**src/rtl/pll_reset_sequencer_if.sv**
```systemverilog
// Signal bundle between the PLL/clock-domain consumers and pll_reset_sequencer.
// There is no valid/ready handshake: every signal is a level (ready is a status, not a strobe);
// lock_lost_clr is the only pulse and acts on the single edge where it is high.
interface pll_reset_sequencer_if;
    logic       pll_locked;
    logic       lock_lost_clr;
    logic       rst_out_n;
    logic       ready;
    logic       lock_lost;
    logic [7:0] lock_loss_count;
    logic       pll_resetb;

    modport master (
        output pll_locked, lock_lost_clr,
        input  rst_out_n, ready, lock_lost, lock_loss_count, pll_resetb
    );

    modport slave (
        input  pll_locked, lock_lost_clr,
        output rst_out_n, ready, lock_lost, lock_loss_count, pll_resetb
    );
endinterface

```
**src/rtl/pll_reset_sequencer.sv**
```systemverilog
// Holds the PLL clock-domain reset until lock has been stable, then counts lock losses.
// Optional PLL watchdog (timeout -> pulse pll_resetb) is enabled by defining PLL_RST_WATCHDOG_EN.
module pll_reset_sequencer #(
    parameter int SYNC_STAGES        = 2,
    parameter int LOCK_STABLE_CYCLES = 1024,
    parameter int RESET_HOLD_CYCLES  = 16,
    parameter int TIMEOUT_CYCLES     = 1048576,
    parameter int PLL_RESET_CYCLES   = 16
) (
    input  logic                  i_clock,
    input  logic                  i_reset_n,
    pll_reset_sequencer_if.slave  if_seq,
    output logic [2:0]            o_dbg_state
);

    localparam int MAX_QUAL  = (LOCK_STABLE_CYCLES > RESET_HOLD_CYCLES) ?
                               LOCK_STABLE_CYCLES : RESET_HOLD_CYCLES;
    localparam int MAX_WDOG  = (TIMEOUT_CYCLES > PLL_RESET_CYCLES) ?
                               TIMEOUT_CYCLES : PLL_RESET_CYCLES;
    localparam int MAX_CYC   = (MAX_QUAL > MAX_WDOG) ? MAX_QUAL : MAX_WDOG;
    localparam int CNT_W     = $clog2(MAX_CYC) + 1;

    localparam logic [CNT_W-1:0] STABLE_LAST = CNT_W'(LOCK_STABLE_CYCLES - 1);
    localparam logic [CNT_W-1:0] HOLD_LAST   = CNT_W'(RESET_HOLD_CYCLES - 1);
`ifdef PLL_RST_WATCHDOG_EN
    localparam logic [CNT_W-1:0] TIMEOUT_LAST = CNT_W'(TIMEOUT_CYCLES - 1);
    localparam logic [CNT_W-1:0] PRST_LAST    = CNT_W'(PLL_RESET_CYCLES - 1);
`endif

    typedef enum logic [2:0] {
        S_WAIT_LOCK = 3'd0,
        S_STABLE    = 3'd1,
        S_HOLD      = 3'd2,
`ifdef PLL_RST_WATCHDOG_EN
        S_RUN       = 3'd3,
        S_PLL_RST   = 3'd4
`else
        S_RUN       = 3'd3
`endif
    } state_t;

    state_t                 r_state;
    state_t                 w_state_nxt;
    logic [CNT_W-1:0]       r_cnt;
    logic [CNT_W-1:0]       w_cnt_nxt;
    logic [SYNC_STAGES-1:0] r_sync;
    logic                   w_lock_sync;
    logic                   w_loss;
    logic                   r_rst_out_n;
    logic                   r_ready;
    logic                   r_lock_lost;
    logic [7:0]             r_loss_cnt;

    // pll_locked comes from the PLL's own analogue lock detector, so it is asynchronous here.
    always_ff @(posedge i_clock or negedge i_reset_n) begin
        if (!i_reset_n) begin
            r_sync <= '0;
        end else begin
            r_sync <= {r_sync[SYNC_STAGES-2:0], if_seq.pll_locked};
        end
    end

    assign w_lock_sync = r_sync[SYNC_STAGES-1];

    always_ff @(posedge i_clock or negedge i_reset_n) begin
        if (!i_reset_n) begin
            r_state <= S_WAIT_LOCK;
            r_cnt   <= '0;
        end else begin
            r_state <= w_state_nxt;
            r_cnt   <= w_cnt_nxt;
        end
    end

    always_comb begin
        w_state_nxt = r_state;
        w_cnt_nxt   = r_cnt;
        case (r_state)
            S_WAIT_LOCK: begin
                if (w_lock_sync) begin
                    w_state_nxt = S_STABLE;
                    w_cnt_nxt   = '0;
`ifdef PLL_RST_WATCHDOG_EN
                end else if (r_cnt == TIMEOUT_LAST) begin
                    w_state_nxt = S_PLL_RST;
                    w_cnt_nxt   = '0;
                end else begin
                    w_cnt_nxt   = r_cnt + 1'b1;
                end
`else
                end else begin
                    w_cnt_nxt   = '0;
                end
`endif
            end
            S_STABLE: begin
                if (!w_lock_sync) begin
                    w_state_nxt = S_WAIT_LOCK;
                    w_cnt_nxt   = '0;
                end else if (r_cnt == STABLE_LAST) begin
                    w_state_nxt = S_HOLD;
                    w_cnt_nxt   = '0;
                end else begin
                    w_cnt_nxt   = r_cnt + 1'b1;
                end
            end
            S_HOLD: begin
                if (!w_lock_sync) begin
                    w_state_nxt = S_WAIT_LOCK;
                    w_cnt_nxt   = '0;
                end else if (r_cnt == HOLD_LAST) begin
                    w_state_nxt = S_RUN;
                    w_cnt_nxt   = '0;
                end else begin
                    w_cnt_nxt   = r_cnt + 1'b1;
                end
            end
            S_RUN: begin
                w_cnt_nxt = '0;
                if (!w_lock_sync) begin
                    w_state_nxt = S_WAIT_LOCK;
                end
            end
`ifdef PLL_RST_WATCHDOG_EN
            S_PLL_RST: begin
                if (r_cnt == PRST_LAST) begin
                    w_state_nxt = S_WAIT_LOCK;
                    w_cnt_nxt   = '0;
                end else begin
                    w_cnt_nxt   = r_cnt + 1'b1;
                end
            end
`endif
            default: begin
                w_state_nxt = S_WAIT_LOCK;
                w_cnt_nxt   = '0;
            end
        endcase
    end

    // Only a drop while released counts; drops during qualification are just restarts.
    assign w_loss = (r_state == S_RUN) && !w_lock_sync;

    // Outputs are registered from the next state so they change on the same edge as the state.
    always_ff @(posedge i_clock or negedge i_reset_n) begin
        if (!i_reset_n) begin
            r_rst_out_n <= 1'b0;
            r_ready     <= 1'b0;
            r_lock_lost <= 1'b0;
            r_loss_cnt  <= 8'd0;
        end else begin
            r_rst_out_n <= (w_state_nxt == S_RUN);
            r_ready     <= (w_state_nxt == S_RUN);
            if (w_loss) begin
                r_lock_lost <= 1'b1;
                if (if_seq.lock_lost_clr) begin
                    r_loss_cnt <= 8'd1;
                end else if (r_loss_cnt != 8'hFF) begin
                    r_loss_cnt <= r_loss_cnt + 8'd1;
                end
            end else if (if_seq.lock_lost_clr) begin
                r_lock_lost <= 1'b0;
                r_loss_cnt  <= 8'd0;
            end
        end
    end

`ifdef PLL_RST_WATCHDOG_EN
    logic r_pll_resetb;

    always_ff @(posedge i_clock or negedge i_reset_n) begin
        if (!i_reset_n) begin
            r_pll_resetb <= 1'b1;
        end else begin
            r_pll_resetb <= (w_state_nxt != S_PLL_RST);
        end
    end

    assign if_seq.pll_resetb = r_pll_resetb;
`else
    assign if_seq.pll_resetb = 1'b1;
`endif

    assign if_seq.rst_out_n       = r_rst_out_n;
    assign if_seq.ready           = r_ready;
    assign if_seq.lock_lost       = r_lock_lost;
    assign if_seq.lock_loss_count = r_loss_cnt;
    assign o_dbg_state            = r_state;

endmodule
```
**src/flat_wrapper.sv**
```systemverilog
// flat-port wrapper written by rule: the top's interface ports become plain ports
module pll_reset_sequencer_flat 
#(
    parameter int SYNC_STAGES        = 2,
    parameter int LOCK_STABLE_CYCLES = 1024,
    parameter int RESET_HOLD_CYCLES  = 16,
    parameter int TIMEOUT_CYCLES     = 1048576,
    parameter int PLL_RESET_CYCLES   = 16
)
  (i_clock, i_reset_n, o_dbg_state, if_seq_pll_locked, if_seq_lock_lost_clr, if_seq_rst_out_n, if_seq_ready, if_seq_lock_lost, if_seq_lock_loss_count, if_seq_pll_resetb);
  pll_reset_sequencer_if if_seq_i ();
  input  logic i_clock;
  input  logic i_reset_n;
  output logic [2:0] o_dbg_state;
  input wire logic [$bits(if_seq_i.pll_locked)-1:0] if_seq_pll_locked;
  input wire logic [$bits(if_seq_i.lock_lost_clr)-1:0] if_seq_lock_lost_clr;
  output wire logic [$bits(if_seq_i.rst_out_n)-1:0] if_seq_rst_out_n;
  output wire logic [$bits(if_seq_i.ready)-1:0] if_seq_ready;
  output wire logic [$bits(if_seq_i.lock_lost)-1:0] if_seq_lock_lost;
  output wire logic [$bits(if_seq_i.lock_loss_count)-1:0] if_seq_lock_loss_count;
  output wire logic [$bits(if_seq_i.pll_resetb)-1:0] if_seq_pll_resetb;
  assign if_seq_i.pll_locked = if_seq_pll_locked;
  assign if_seq_i.lock_lost_clr = if_seq_lock_lost_clr;
  assign if_seq_rst_out_n = if_seq_i.rst_out_n;
  assign if_seq_ready = if_seq_i.ready;
  assign if_seq_lock_lost = if_seq_i.lock_lost;
  assign if_seq_lock_loss_count = if_seq_i.lock_loss_count;
  assign if_seq_pll_resetb = if_seq_i.pll_resetb;
  pll_reset_sequencer #(.SYNC_STAGES(SYNC_STAGES), .LOCK_STABLE_CYCLES(LOCK_STABLE_CYCLES), .RESET_HOLD_CYCLES(RESET_HOLD_CYCLES), .TIMEOUT_CYCLES(TIMEOUT_CYCLES), .PLL_RESET_CYCLES(PLL_RESET_CYCLES)) u_core (.i_clock(i_clock), .i_reset_n(i_reset_n), .if_seq(if_seq_i), .o_dbg_state(o_dbg_state));
endmodule
```
**config.mk**
```make
export PLATFORM = sky130hd
export DESIGN_NAME = pll_reset_sequencer_flat
export DESIGN_NICKNAME = d
export VERILOG_FILES = /design/src/rtl/pll_reset_sequencer_if.sv /design/src/rtl/pll_reset_sequencer.sv /design/src/flat_wrapper.sv
export SDC_FILE = /design/constraint.sdc
export NUM_CORES = 1
export LEC_CHECK = 0
export CAP_MARGIN = 10
export CORE_UTILIZATION = 35
export CTS_BUF_LIST = sky130_fd_sc_hd__clkbuf_16
export DETAILED_ROUTE_END_ITERATION = 7
export PLACE_DENSITY = 0.63
export SLEW_MARGIN = 20
export SYNTH_ARGS = -nofsm -noshare
export SYNTH_HDL_FRONTEND = slang
export SYNTH_SLANG_ARGS = --single-unit
```
**constraint.sdc**
```tcl
create_clock -name i_clock -period 2.89 [get_ports i_clock]
set_clock_uncertainty 0.2 [all_clocks]
set_input_delay 0.289 -clock i_clock [delete_from_list [all_inputs] [get_ports i_clock]]
set_output_delay 0.289 -clock i_clock [all_outputs]
set_load 0.03 [all_outputs]
```
==> out/metrics.cfg, run 1 <==
[yosys]
synth_ff_type=dfrtp_1
yosysMostFrequentCell=dfrtp_1
synth-warning-count=0
ys_ff_latch=36
synth.top_cell.area_share_pct=50.3
synth_area_leaders=dfrtp_1 50%, a21oi_1 5.0%, xnor2_1 4.9%
async_flop_share_pct=100
syn_area_um2=1790
syn-num-nets=186
synthTopCellsByCount=36 x dfrtp_1, 18 x a21oi_1, 11 x o21ai_0
yosys.cell_types.count=42
synth-seq-area-share_pct=50.3
syn_inst=180
synth.avg_cell_area_um2=9.94
synth_top_area_cell=dfrtp_1
synth_edf_count=0

[critical_path]
timing.rr.end=u_core.r_cnt[20]
r2r_cells=5
worstPathRequired_ns=2.89
worstPathArrival_ns=2.34
crit_start=u_core.r_cnt[0]
start_kind=flop
critPathCaptureType=flop
reg2reg_slack_ns=0.55
worstSetupPathType=reg -> reg
r2r_start=u_core.r_cnt[0]
worst-path-max-fanout=8

[clocking]
cts_tree=yes
clkLatencyLatePin_ns=0.28
clk_pin_slew_ns=0.05
cts.repair.resized=0
clkSinkCount=36
root_buffer=clkbuf_16
cts_buffers=5
cts_buffer_depth=2
cts.htree.levels=2

[flow_run]
max-cap-violations=0

[final_layout]
area_delta_synth_final_pct=21.9
num_antenna_cells=0
final_nets=204
final_cells=266
drive_gt1_share_pct=9.05

[detailed_routing]
vias_per_cell=5.19
drt-total-wl_um=3440
ant_nets=0
routedWlPerCell_um=12.9
drtIter0Drc=90
drt_first_pass_iters=4
num_vias=1381
drc=0

[min_path]
hold_depth=0
hold_end=u_core.r_sync[1]
min_path_type=reg -> reg
holdCritStartpoint=u_core.r_sync[0]

[die]
die_y_um=73.5
fp.dieW_um=73.5
pin_count=19
row_count=25
die_area_um2=5400
coreArea_um2=4820
initial_utilization_pct=37.1

[grt]
grt_use_met1_pct=18.6
met3_usage_pct=3.29
grt_max_degree=37
grt_antenna_before_repair=0
busiest_layer=met2
met2_usage_pct=23.2
grt_pass1_vias=1301
track_usage_pct=14.4
grt_pass1_wl_um=5970
overflow=0

[pwr]
sequentialPowerShare_pct=44.9
max-vdd-ir-drop_uv=221
power.leakage_nw=0.830
power_frac_clock_pct=52.5
power_density_nw_per_um2=522
netSwitchingFraction_pct=19.4
p_sw_w=0.000221
internal_power_w=0.000917
power_frac_comb_pct=2.6

[sta]
hold_violations=0
period_share_pct=81.0
slew_violations=0
rsz0062_at_grt=false
worst_pin_slew_ns=0.902
fin_crit_ns=2.34
maxSlewHeadroom_pct=39.9
final.setup.tns_ns=0
setup_viol=0
max_freq_mhz=427

[placed_design]
dp_hpwl_um=2280
finalWeightedCongestion=0.782
port_buffers=17
placedCellCount=257

[run_status]
status=finished, final reports clean

-- flip-flops by register name (all words and copies together) (netlist names) --
register	cells
u_core.r_sync	2
u_core.if_seq.lock_lost	1
u_core.if_seq.lock_loss_count	8
u_core.r_cnt	21
u_core.if_seq.rst_out_n	1
u_core.o_dbg_state	3
-- how the worst max path moves through the flow --
stage / endpoint / slack [ns] / depth (start not counted)
floorplan: u_core.r_cnt[20] / 0.65 / 6
global placement: u_core.r_cnt[20] / 0.59 / 5
detailed placement: u_core.r_cnt[20] / 0.54 / 5
CTS: u_core.r_cnt[20] / 0.54 / 5
global route: u_core.r_cnt[20] / 0.41 / 5
finish: u_core.r_cnt[20] / 0.55 / 5
-- per-stage QoR --
stage          hold WS [ns]  worst slack, ns  area, µm²  total power, W  utilization [%]
2_1_floorplan        -0.207            0.650       1790        0.000532                -
3_3_place_gp          0.134            0.588       2010        0.000549             41.7
3_5_place_dp          0.137            0.540       2010        0.000549             41.7
4_1_cts               0.156            0.539       2180         0.00115             45.3
5_1_grt               0.163            0.413       2180         0.00118             45.3
6_report              0.152            0.548       2180         0.00114             45.3
-- power groups by stage --
stage	clock [W]	combinational (W)	sequential [W]
2_1_floorplan	0	0.00000988	0.000522
3_3_place_gp	0	0.0000301	0.000519
3_5_place_dp	0	0.0000300	0.000519
4_1_cts	0.000610	0.0000311	0.000510
5_1_grt	0.000634	0.0000341	0.000511
6_report	0.000597	0.0000299	0.000511
-- cells in the final DEF (no fill, tap or decap), types with 2 or more instances in the layout --
cell type,Yosys,final
a21oi_1,18,18
buf_4,2,2
or3_1,7,7
o21ai_0,11,10
ha_1,2,2
or3_2,2,2
conb_1,2,2
and3_1,3,3
a22oi_1,6,6
nor3_1,7,7
a31oi_1,3,3
dfrtp_1,36,36
nand3_2,3,3
clkdlybuf4s50_1,0,16
nand3_1,9,9
clkinv_1,0,2
nand2_1,7,7
or4_1,3,3
inv_1,8,8
nor2_1,6,6
nand4_1,3,3
nor4_1,5,5
clkbuf_16,0,5
xor2_1,2,2
xnor2_1,10,10
-- metal layers --
| metal | vias up | part of all wire (%) |
|---|---|---|
| met2 | 16 | 48 |
| li1 | 697 | - |
| met4 | 0 | 1.5 |
| met1 | 662 | 48 |
| met5 | - | 0 |
| met3 | 6 | 2.6 |
-- final cells by class --
cell class	instances	area, µm²
tap	67	83.8
clock inverter	3	37.5
timing repair buffer	20	190
clock buffer	5	125
multi-input combinational	127	813
fill	480	2640
sequential	36	901
inverter	8	30.0
-- critical path, stage by stage, from the launching register on --
cell and delay (ns):
dfrtp_1 0.38, ha_1 0.23, nand3_2 0.14, or4_1 0.66
or4_4 0.52, a22oi_2 0.14
-- logic make-up (layout without fill, tap and decap cells) --
| logic type | after synthesis | in the layout | share of synthesized area [%] |
|---|---|---|---|
| xor gates and xnor gates | 12 | 12 | 5.87 |
| AOI/OAI and AO/OA | 46 | 46 | 15.5 |
| muxes | 1 | 1 | 0.559 |
| buffers and inverters | 17 | 36 | 4.20 |
| DFF | 36 | 36 | 50.3 |
| and+or+nand+nor | 64 | 64 | 21.7 |
| other | 2 | 2 | 0.420 |
| adders and majority gates | 2 | 2 | 1.40 |
-- timing repair --
item                      4_1_cts  5_1_grt
hold endpoints to repair       36        0
hold buffers                    1        0
setup buffers                   0        0
No activity file was read; power rests on OpenSTA's default activity.
==> run 2, diff against run 1 <==
PLACE_DENSITY = 0.65   (was 0.63)
clock period = 2.07 ns   (was 2.89 ns; I/O delays follow)
==> run 2 against run 1 <==
Compared with the run above:
- clock power rose by 21%
- wire length rose by 16%
- power is 30% higher
- register-to-register slack got worse by 0.51 ns
- flip-flop and latch count unchanged
- global-route usage is 1.8 points higher
- clock-buffer cell count is the same
- cell area rose by 9.7%
- non-clock buffer count is 23 higher
==> out/metrics.cfg, run 2 (synthesis results as in run 1) <==
[pwr]
power_frac_comb_pct=3.1  ; was 2.6%
netSwitchingFraction_pct=21.5  ; was 19.4%
p_sw_w=0.000318  ; was 0.000221 W
power_density_nw_per_um2=618  ; was 522 nW/µm²
power_frac_clock_pct=48.7  ; was 52.5%
power.leakage_nw=0.955  ; was 0.830 nW
max-vdd-ir-drop_uv=473  ; was 221 µV
sequentialPowerShare_pct=48.2  ; was 44.9%
internal_power_w=0.00116  ; was 0.000917 W

[critical_path]
r2r_cells=6  ; was 5
worstPathArrival_ns=1.99  ; was 2.34 ns
slowest_stage=or4_4  ; was or4_1
max_stage_delay_ns=0.54  ; was 0.66 ns
worst-path-max-fanout=10  ; was 8
start_kind=flop  ; unchanged
worstPathRequired_ns=2.02  ; was 2.89 ns
critPathCaptureType=flop  ; unchanged
worstSetupPathType=reg -> reg  ; unchanged
crit_chain=or4_4 -> nor4_2 -> buf_4 -> a211o_4 -> clkbuf_16 -> a22oi_2  ; was ha_1 -> nand3_2 -> or4_1 -> or4_4 -> a22oi_2

[die]
fp.dieW_um=73.5  ; unchanged
initial_utilization_pct=37.1  ; unchanged
pin_count=19  ; unchanged
coreArea_um2=4820  ; unchanged
die_y_um=73.5  ; unchanged
row_count=25  ; unchanged
die_area_um2=5400  ; unchanged

[detailed_routing]
drt-total-wl_um=3980  ; was 3440 µm
ant_nets=0  ; unchanged
vias_per_cell=5.25  ; was 5.19
num_vias=1517  ; was 1,381
drtIter0Drc=67  ; was 90
routedWlPerCell_um=13.8  ; was 12.9 µm
drc=0  ; unchanged
drt_first_pass_iters=4  ; unchanged

[final_layout]
drive_gt1_share_pct=21.2  ; was 9.05%
fillers=457  ; was 480
final_cell_mix=36 x dfrtp_1, 24 x buf_4, 18 x a21oi_1  ; was 36 x dfrtp_1, 18 x a21oi_1, 16 x clkdlybuf4s50_1
final_nets=227  ; was 204
final_cells=289  ; was 266
area_delta_synth_final_pct=33.7  ; was 21.9%
num_antenna_cells=0  ; unchanged
layout_commonest_cell=dfrtp_1  ; unchanged
regMostFlops=u_core.r_cnt  ; unchanged
largest_reg_flops=21  ; unchanged

[grt]
grt_pass1_wl_um=6560  ; was 5970 µm
grt_pass1_vias=1454  ; was 1,301
track_usage_pct=16.2  ; was 14.4%
overflow=0  ; unchanged
grt_max_degree=37  ; unchanged
grt_antenna_before_repair=0  ; unchanged

[placed_design]
port_buffers=17  ; unchanged
dp_hpwl_um=2600  ; was 2280 µm
placedCellCount=279  ; was 257
finalWeightedCongestion=0.774  ; was 0.782

[clocking]
cts.htree.levels=2  ; unchanged
cts_tree=yes  ; unchanged
cts_buffer_depth=2  ; unchanged
clkLatencyLatePin_ns=0.28  ; about the same
cts_buffers=5  ; unchanged
clk_pin_slew_ns=0.05  ; about the same
clkSinkCount=36  ; unchanged
root_buffer=clkbuf_16  ; unchanged

[sta]
period_share_pct=98.3  ; was 81.0%
whs_ns=0.139  ; was 0.152 ns
max_freq_mhz=491  ; was 427 MHz
rsz0062_at_grt=true  ; was false
hold_violations=0  ; unchanged
setup_viol=0  ; unchanged
slew_violations=0  ; unchanged
fin_crit_ns=2.03  ; was 2.34 ns

[run_status]
status=finished, final reports clean  ; unchanged

[min_path]
min_path_type=in -> async  ; was reg -> reg

[flow_run]
max-cap-violations=0  ; unchanged

==> run 2: critical path: cells and delay by family (launching register included) <==
family          cells  cell delay, ns
flops               1            0.40
simple gates        2            0.75
buf+inv             2            0.33
compound gates      2            0.22
==> run 2: final timing paths <==
kind                             startpoint                          endpoint  slack (ns)
hold / removal                    i_reset_n  u_core.if_seq.lock_loss_count[1]        0.14
max in group asynchronous         i_reset_n  u_core.if_seq.lock_loss_count[3]        1.20
min in group i_clock       u_core.r_sync[0]                  u_core.r_sync[1]        0.15
hold reg to reg            u_core.r_sync[0]                  u_core.r_sync[1]        0.15
setup / recovery            u_core.r_cnt[8]                  u_core.r_cnt[20]        0.04
setup reg to reg            u_core.r_cnt[8]                  u_core.r_cnt[20]        0.04
==> run 2: final cells by class <==
class / count / area, µm² / share of cell area, %
flip-flops and latches: 36 / 901 / 37.7
clock buffers: 5 / 125 / 5.23
multi-input cells: 127 / 842 / 35.2
repair buffers: 43 / 395 / 16.5
clock inverters: 3 / 15.0 / 0.628
inverters: 8 / 30.0 / 1.26
well taps: 67 / 83.8 / 3.50
==> run 2: through the flow <==
step / total power (W) / setup TNS [ns] / cell area (µm²) / worst slack [ns] / util [%]
after global routing: 0.00154 / -0.323 / 2390 / -0.0323 / 49.7
after floorplan: 0.000742 / -0.0272 / 1800 / -0.0272 / -
after CTS: 0.00150 / 0 / 2340 / 0.00437 / 48.6
after detailed placement: 0.000773 / -0.377 / 2190 / -0.0401 / 45.5
after global placement: 0.000773 / -0.247 / 2190 / -0.0333 / 45.5
final: 0.00148 / 0 / 2390 / 0.0354 / 49.7
==> run 2: power groups by stage <==
stage          Sequential [W]  Combinational (W)  Clock (W)
2_1_floorplan        0.000728          0.0000139          0
3_3_place_gp         0.000725          0.0000481          0
3_5_place_dp         0.000725          0.0000481          0
4_1_cts              0.000712          0.0000483   0.000740
5_1_grt              0.000713          0.0000521   0.000772
6_report             0.000713          0.0000465   0.000720
==> run 2: layer usage <==
layer / part of all wire (%) / wire length, µm / global-route usage (%) / vias up
met5: 0 / 0 / 0 / -
met4: 0.53 / 21 / 6.41 / 0
met3: 3.3 / 133 / 4.25 / 6
met2: 46 / 1820 / 24.1 / 23
met1: 50 / 2000 / 22.5 / 747
li1: - / - / - / 741
==> run 2: what timing repair did <==
| item | 4_1_cts | 5_1_grt |
|---|---|---|
| resized for setup | 2 | 3 |
| setup endpoints to repair | 21 | 21 |
| pin swaps | 0 | 0 |
| setup buffers | 0 | 1 |
| gates cloned | 0 | 1 |
| hold buffers | 0 | 0 |
